`src/rtl/cache_ctrl_if.sv`:
```
// CPU, cache-array and memory signal bundle for the cache controller.
// The slave modport is the controller's view; master is the surrounding system.
interface cache_ctrl_if #(
   parameter int DATA_WIDTH = 32,
   parameter int INDEX_BITS = 7,
   parameter int CNT_WIDTH  = 32
);
   localparam int BW = DATA_WIDTH / 8;
   localparam int TW = 32 - INDEX_BITS - 2;

   logic                  cpu_valid;
   logic                  cpu_ready;
   logic [31:0]           cpu_addr;
   logic [BW-1:0]         cpu_we;
   logic [DATA_WIDTH-1:0] cpu_wdata;
   logic                  cpu_done;
   logic [DATA_WIDTH-1:0] cpu_rdata;

   logic                  cm_en;
   logic [BW-1:0]         cm_we;
   logic                  cm_allocate;
   logic [31:0]           cm_addr;
   logic [DATA_WIDTH-1:0] cm_wdata;
   logic [DATA_WIDTH-1:0] cm_rdata;
   logic                  cm_hit;
   logic                  cm_dirty;
   logic [TW-1:0]         cm_victim_tag;

   logic                  mem_req;
   logic                  mem_we;
   logic [31:0]           mem_addr;
   logic [DATA_WIDTH-1:0] mem_wdata;
   logic                  mem_ack;
   logic [DATA_WIDTH-1:0] mem_rdata;

   logic [CNT_WIDTH-1:0]  hit_count;
   logic [CNT_WIDTH-1:0]  miss_count;

   modport slave (
      input  cpu_valid, cpu_addr, cpu_we, cpu_wdata,
      output cpu_ready, cpu_done, cpu_rdata,
      output cm_en, cm_we, cm_allocate, cm_addr, cm_wdata,
      input  cm_rdata, cm_hit, cm_dirty, cm_victim_tag,
      output mem_req, mem_we, mem_addr, mem_wdata,
      input  mem_ack, mem_rdata,
      output hit_count, miss_count
   );

   modport master (
      output cpu_valid, cpu_addr, cpu_we, cpu_wdata,
      input  cpu_ready, cpu_done, cpu_rdata,
      input  cm_en, cm_we, cm_allocate, cm_addr, cm_wdata,
      output cm_rdata, cm_hit, cm_dirty, cm_victim_tag,
      input  mem_req, mem_we, mem_addr, mem_wdata,
      output mem_ack, mem_rdata,
      input  hit_count, miss_count
   );
endinterface

```
`src/rtl/cache_ctrl.sv`:
```
// Write-back, write-allocate controller for a direct-mapped one-word-line
// cache array; misses run write-back then refill over a req/ack handshake.
module cache_ctrl #(
   parameter int DATA_WIDTH = 32,
   parameter int INDEX_BITS = 7,
   parameter int CNT_WIDTH  = 32
) (
   input logic         clk,
   input logic         rst,
   cache_ctrl_if.slave bus
);
   localparam int BW = DATA_WIDTH / 8;

   typedef enum logic [2:0] {
      IDLE, LOOKUP, WB, RF, ALLOC, DONE
   } state_t;

   state_t                state_q, state_d;
   logic [31:0]           addr_q, addr_d;
   logic [BW-1:0]         we_q, we_d;
   logic [DATA_WIDTH-1:0] wdata_q, wdata_d;
   logic                  relook_q, relook_d;
   logic [31:0]           vaddr_q, vaddr_d;
   logic [DATA_WIDTH-1:0] vdata_q, vdata_d;
   logic [DATA_WIDTH-1:0] refill_q, refill_d;
   logic [DATA_WIDTH-1:0] rdata_q, rdata_d;
   logic [CNT_WIDTH-1:0]  hit_q, hit_d;
   logic [CNT_WIDTH-1:0]  miss_q, miss_d;

   always_comb begin
      state_d  = state_q;
      addr_d   = addr_q;
      we_d     = we_q;
      wdata_d  = wdata_q;
      relook_d = relook_q;
      vaddr_d  = vaddr_q;
      vdata_d  = vdata_q;
      refill_d = refill_q;
      rdata_d  = rdata_q;
      hit_d    = hit_q;
      miss_d   = miss_q;
      unique case (state_q)
         IDLE: begin
            if (bus.cpu_valid) begin
               addr_d   = bus.cpu_addr;
               we_d     = bus.cpu_we;
               wdata_d  = bus.cpu_wdata;
               relook_d = 1'b0;
               state_d  = LOOKUP;
            end
         end
         LOOKUP: begin
            if (bus.cm_hit) begin
               if (we_q == '0)
                  rdata_d = bus.cm_rdata;
               if (!relook_q)
                  hit_d = hit_q + CNT_WIDTH'(1);
               state_d = DONE;
            end else begin
               if (!relook_q)
                  miss_d = miss_q + CNT_WIDTH'(1);
               if (bus.cm_dirty) begin
                  vaddr_d = {bus.cm_victim_tag,
                             addr_q[INDEX_BITS+1:2],
                             2'b00};
                  vdata_d = bus.cm_rdata;
                  state_d = WB;
               end else begin
                  state_d = RF;
               end
            end
         end
         WB: begin
            if (bus.mem_ack)
               state_d = RF;
         end
         RF: begin
            if (bus.mem_ack) begin
               refill_d = bus.mem_rdata;
               state_d  = ALLOC;
            end
         end
         ALLOC: begin
            relook_d = 1'b1;
            state_d  = LOOKUP;
         end
         DONE: state_d = IDLE;
         default: state_d = IDLE;
      endcase
   end

   always_ff @(posedge clk or posedge rst) begin
      if (rst) begin
         state_q  <= IDLE;
         addr_q   <= '0;
         we_q     <= '0;
         wdata_q  <= '0;
         relook_q <= 1'b0;
         vaddr_q  <= '0;
         vdata_q  <= '0;
         refill_q <= '0;
         rdata_q  <= '0;
         hit_q    <= '0;
         miss_q   <= '0;
      end else begin
         state_q  <= state_d;
         addr_q   <= addr_d;
         we_q     <= we_d;
         wdata_q  <= wdata_d;
         relook_q <= relook_d;
         vaddr_q  <= vaddr_d;
         vdata_q  <= vdata_d;
         refill_q <= refill_d;
         rdata_q  <= rdata_d;
         hit_q    <= hit_d;
         miss_q   <= miss_d;
      end
   end

   // Store bytes reach the array in the same cycle the hit is seen.
   always_comb begin
      bus.cm_we = '0;
      if (state_q == ALLOC)
         bus.cm_we = '1;
      else if (state_q == LOOKUP && bus.cm_hit)
         bus.cm_we = we_q;
   end

   assign bus.cpu_ready   = (state_q == IDLE);
   assign bus.cpu_done    = (state_q == DONE);
   assign bus.cpu_rdata   = rdata_q;
   assign bus.cm_en       = (state_q == LOOKUP) || (state_q == ALLOC);
   assign bus.cm_allocate = (state_q == ALLOC);
   assign bus.cm_addr     = addr_q;
   assign bus.cm_wdata    = (state_q == ALLOC) ? refill_q : wdata_q;
   assign bus.mem_req     = (state_q == WB) || (state_q == RF);
   assign bus.mem_we      = (state_q == WB);
   assign bus.mem_addr    = (state_q == WB) ? vaddr_q
                                            : {addr_q[31:2], 2'b00};
   assign bus.mem_wdata   = vdata_q;
   assign bus.hit_count   = hit_q;
   assign bus.miss_count  = miss_q;
endmodule

```
`src/flat_wrapper.sv`:
```
// flat-port wrapper written by rule: the top's interface ports become plain ports
module cache_ctrl_flat 
#(
   parameter int DATA_WIDTH = 32,
   parameter int INDEX_BITS = 7,
   parameter int CNT_WIDTH  = 32
)
  (clk, rst, bus_cpu_valid, bus_cpu_addr, bus_cpu_we, bus_cpu_wdata, bus_cpu_ready, bus_cpu_done, bus_cpu_rdata, bus_cm_en, bus_cm_we, bus_cm_allocate, bus_cm_addr, bus_cm_wdata, bus_cm_rdata, bus_cm_hit, bus_cm_dirty, bus_cm_victim_tag, bus_mem_req, bus_mem_we, bus_mem_addr, bus_mem_wdata, bus_mem_ack, bus_mem_rdata, bus_hit_count, bus_miss_count);
  cache_ctrl_if #(.DATA_WIDTH(DATA_WIDTH), .INDEX_BITS(INDEX_BITS), .CNT_WIDTH(CNT_WIDTH)) bus_i ();
  input logic clk;
  input logic rst;
  input wire logic [$bits(bus_i.cpu_valid)-1:0] bus_cpu_valid;
  input wire logic [$bits(bus_i.cpu_addr)-1:0] bus_cpu_addr;
  input wire logic [$bits(bus_i.cpu_we)-1:0] bus_cpu_we;
  input wire logic [$bits(bus_i.cpu_wdata)-1:0] bus_cpu_wdata;
  output wire logic [$bits(bus_i.cpu_ready)-1:0] bus_cpu_ready;
  output wire logic [$bits(bus_i.cpu_done)-1:0] bus_cpu_done;
  output wire logic [$bits(bus_i.cpu_rdata)-1:0] bus_cpu_rdata;
  output wire logic [$bits(bus_i.cm_en)-1:0] bus_cm_en;
  output wire logic [$bits(bus_i.cm_we)-1:0] bus_cm_we;
  output wire logic [$bits(bus_i.cm_allocate)-1:0] bus_cm_allocate;
  output wire logic [$bits(bus_i.cm_addr)-1:0] bus_cm_addr;
  output wire logic [$bits(bus_i.cm_wdata)-1:0] bus_cm_wdata;
  input wire logic [$bits(bus_i.cm_rdata)-1:0] bus_cm_rdata;
  input wire logic [$bits(bus_i.cm_hit)-1:0] bus_cm_hit;
  input wire logic [$bits(bus_i.cm_dirty)-1:0] bus_cm_dirty;
  input wire logic [$bits(bus_i.cm_victim_tag)-1:0] bus_cm_victim_tag;
  output wire logic [$bits(bus_i.mem_req)-1:0] bus_mem_req;
  output wire logic [$bits(bus_i.mem_we)-1:0] bus_mem_we;
  output wire logic [$bits(bus_i.mem_addr)-1:0] bus_mem_addr;
  output wire logic [$bits(bus_i.mem_wdata)-1:0] bus_mem_wdata;
  input wire logic [$bits(bus_i.mem_ack)-1:0] bus_mem_ack;
  input wire logic [$bits(bus_i.mem_rdata)-1:0] bus_mem_rdata;
  output wire logic [$bits(bus_i.hit_count)-1:0] bus_hit_count;
  output wire logic [$bits(bus_i.miss_count)-1:0] bus_miss_count;
  assign bus_i.cpu_valid = bus_cpu_valid;
  assign bus_i.cpu_addr = bus_cpu_addr;
  assign bus_i.cpu_we = bus_cpu_we;
  assign bus_i.cpu_wdata = bus_cpu_wdata;
  assign bus_cpu_ready = bus_i.cpu_ready;
  assign bus_cpu_done = bus_i.cpu_done;
  assign bus_cpu_rdata = bus_i.cpu_rdata;
  assign bus_cm_en = bus_i.cm_en;
  assign bus_cm_we = bus_i.cm_we;
  assign bus_cm_allocate = bus_i.cm_allocate;
  assign bus_cm_addr = bus_i.cm_addr;
  assign bus_cm_wdata = bus_i.cm_wdata;
  assign bus_i.cm_rdata = bus_cm_rdata;
  assign bus_i.cm_hit = bus_cm_hit;
  assign bus_i.cm_dirty = bus_cm_dirty;
  assign bus_i.cm_victim_tag = bus_cm_victim_tag;
  assign bus_mem_req = bus_i.mem_req;
  assign bus_mem_we = bus_i.mem_we;
  assign bus_mem_addr = bus_i.mem_addr;
  assign bus_mem_wdata = bus_i.mem_wdata;
  assign bus_i.mem_ack = bus_mem_ack;
  assign bus_i.mem_rdata = bus_mem_rdata;
  assign bus_hit_count = bus_i.hit_count;
  assign bus_miss_count = bus_i.miss_count;
  cache_ctrl #(.DATA_WIDTH(DATA_WIDTH), .INDEX_BITS(INDEX_BITS), .CNT_WIDTH(CNT_WIDTH)) u_core (.clk(clk), .rst(rst), .bus(bus_i));
endmodule
```
`config.mk`:
```
export PLATFORM = sky130hd
export DESIGN_NAME = cache_ctrl_flat
export DESIGN_NICKNAME = d
export VERILOG_FILES = /design/src/rtl/cache_ctrl_if.sv /design/src/rtl/cache_ctrl.sv /design/src/flat_wrapper.sv
export SDC_FILE = /design/constraint.sdc
export NUM_CORES = 1
export LEC_CHECK = 0
export CAP_MARGIN = 20
export CORE_MARGIN = 1
export CORE_UTILIZATION = 45
export DETAILED_ROUTE_END_ITERATION = 8
export PLACE_DENSITY = 0.83
export SYNTH_ARGS = -nofsm -noshare
export SYNTH_HDL_FRONTEND = slang
export SYNTH_SLANG_ARGS = --single-unit
```
`constraint.sdc`:
```
create_clock -name clk -period 22.9 [get_ports clk]
set_input_delay 4.58 -clock clk [delete_from_list [all_inputs] [get_ports clk]]
set_output_delay 4.58 -clock clk [all_outputs]
set_load 0.005 [all_outputs]
```
==> qor.txt <==
area post-placement = 15,640 µm²
DRC errors left = 0
Post-synth EDFFs = 0
synthesis-to-finish area growth = 45.10%
clk sink count = 262
Die Width = 161.5 µm
total power draw = 2.088 mW
TNS Setup = 0 ns
Worst-path clk slew = 0.06 ns
Detailed Route WL = 30,180 µm
final core occ = 0.6637
crit-path max FO = 9
core region area = 25,040 µm²
final hold vios = 0
main combinational cell family by area after synthesis = multiplexers
register bit total from synthesis = 262
Vias = 7,971
clock skew = 0.008432 ns
first-pass GRT wire length = 46,950 µm
crit path setup slack, layout = 11.94 ns
total grt overflow = 0
Syn Std Cell Area = 11,450 µm²
drt initial violations = 419
CTS buffer count = 28
Yosys cell types = 39
Finished Cell Area = 16,620 µm²
status = complete, no violations
vias in the first global route = 8,508
Root Buffer Master = clkbuf_16
DPL Wire Length = 21,080 µm
largest area contributor in the netlist = dfrtp_1
Final Cycle Share = 0.4788
Adder-Cell Fraction of Synth Area = 0.002185
IO Port Bufs = 392
Clock Latency Late Sink = 0.53 ns
initial antenna violation count = 2
GPL Wtd Cong = 0.8745
worst hold path type = flop to flop
min Tclk post-route = 10.96 ns
sequential element share of the synthesized area = 0.5725
synth warn = 0
Synth Area in Simple Gates = 0.07626
Max Slew Vio Count = 0
Synth top cells by count = dfrtp_1 (262), mux2_2 (196), mux2_4 (60)
cts repair resizes = 0
RSZ-0062 raised after global routing = false
Async S/R FF share, synth = 1.000
Nets = 1,342
post-synth top area share = 0.5725
Pleak = 7.050 nW
Hold-fix buffers, CTS = 0
Gate Count Post-Synth = 787
max-cap viol count = 0
Main synth FF type = dfrtp_1
CTS tree = yes
Critical Path Start Type = input pin
largest net degree at the start of global routing = 109
post-synthesis mux area share = 0.2734
Filler cells = 1,810
die height = 161.5 µm
final cell count without fillers = 1,527
Fin Hold WS = 0.4694 ns
setup bufs post-CTS = 0
max_slew headroom = 0.2699
Site Rows = 58
Setup Viol. Count Final = 0
xor/xnor share of the synthesized area = 0.04742
post-synthesis compound-gate area fraction = 0.005900
Synth area leaders = dfrtp_1 (57%), mux2_2 (19%), mux2_4 (7.9%)
pre-CTS WS = 11.95 ns
placed cells = 1,477
DR vias/cell = 5.220
Crit Path Class = input pin to output pin
layout cells sized above 1 = 0.2634
most common cell in the synthesized netlist = dfrtp_1
DRT antenna net count = 0
Routed wire per std cell = 19.76 µm
Synth Area per Inst = 14.55 µm²
maximum vdd drop = 0.0001048 V
Worst Path Required = 18.32 ns
critical path arrival = 6.38 ns
Initial Utilization = 0.4574
H-Tree Depth = 1
Worst-Margin Slew = 1.095 ns
Setup crit end kind = output pin
deepest clock path buffer count = 3
PwrDens = 125.6 nW/µm²
Max Clk Rate = 91.21 MHz
io pins = 395
die footprint = 26,090 µm²
GRT Util Overall = 0.2295
drt first pass iters = 5
[layout by cell type (no fill, tap or decap), drive strengths merged, types with 2 or more instances in the layout]
cell type,instances
nand4,34
mux2,258
nor3,11
nand3,31
nor2b,2
xor2,6
clkbuf,43
clkdlybuf4s50,392
nor3b,2
ha,2
conb,2
nor2,10
a21oi,7
nand2,20
nor4,4
and4,5
xnor2,56
clkinv,2
dfrtp,262
inv,3
buf,9
nand2b,4
bufinv,2
and2,5
and3,14
[area by class of cell]
class	instances	area [µm²]	area share
timing repair buffer	401	4031	0.2426
multi-input combinational	483	4673	0.2812
clock buffer	43	848.3	0.05105
tap	330	412.9	0.02485
sequential	262	6556	0.3945
inverter	3	18.77	0.001129
antenna	1	2.502	0.0001506
clock inverter	4	73.82	0.004442
[worst paths after layout]
kind | start | to | slack (ns) | cells after the start
hold reg to reg | u_core.bus.miss_count[31]$_DFFE_PP0P_ | u_core.bus.miss_count[31]$_DFFE_PP0P_ | 0.47 | 1
setup / recovery | bus_cm_hit | bus_cm_we[1] | 11.94 | 6
max in group asynchronous | rst | u_core.we_q[2]$_DFFE_PP0P_ | 17.20 | 4
hold / removal | u_core.bus.miss_count[31]$_DFFE_PP0P_ | u_core.bus.miss_count[31]$_DFFE_PP0P_ | 0.47 | 1
setup reg to reg | u_core.state_q[1]$_DFFE_PP0P_ | u_core.bus.mem_wdata[11]$_DFFE_PP0P_ | 19.91 | 4
min in group asynchronous | rst | u_core.bus.mem_wdata[1]$_DFFE_PP0P_ | 4.58 | 2
[logic make-up (layout without fill, tap and decap cells)]
kind of cell    Yosys count  in the layout
simple gates            148            148
compound gates           11             11
xor+xnor                 62             62
buf+inv                  43            451
mux                     258            258
flops                   262            262
fa+ha+maj                 2              2
other cells               1              3
[per-layer routing]
| metal | part of all wire | GRT usage |
|---|---|---|
| met3 | 0.070 | 0.05136 |
| met2 | 0.52 | 0.4101 |
| met5 | 0.00043 | 0 |
| met1 | 0.39 | 0.2722 |
| met4 | 0.028 | 0.07547 |
[flip-flops by register name (all words and copies together) (netlist names)]
| name | flops |
|---|---|
| u_core.bus.mem_wdata | 32 |
| u_core.bus.hit_count | 32 |
| u_core.we_q | 4 |
| u_core.bus.cm_addr | 32 |
| u_core.wdata_q | 32 |
| u_core.state_q | 3 |
| u_core.refill_q | 32 |
| u_core.bus.cpu_rdata | 32 |
| u_core.vaddr_q | 30 |
| u_core.bus.miss_count | 32 |
| u_core.relook_q | 1 |
[worst max-delay path, stage by stage]
cell	delay, ns
clkdlybuf4s50_1	0.69
inv_1	0.10
nor2_1	0.22
nand2_1	0.09
a21oi_1	0.17
clkdlybuf4s50_1	0.52
[where the power goes]
part / leakage, nW / total [mW] / internal, mW / switching [mW]
combinational: 3.35 / 0.854 / 0.584 / 0.270
clock: 0.452 / 0.453 / 0.274 / 0.179
sequential: 3.25 / 0.780 / 0.649 / 0.131
total: 7.05 / 2.09 / 1.51 / 0.580
No activity file was read; power rests on OpenSTA's default activity.
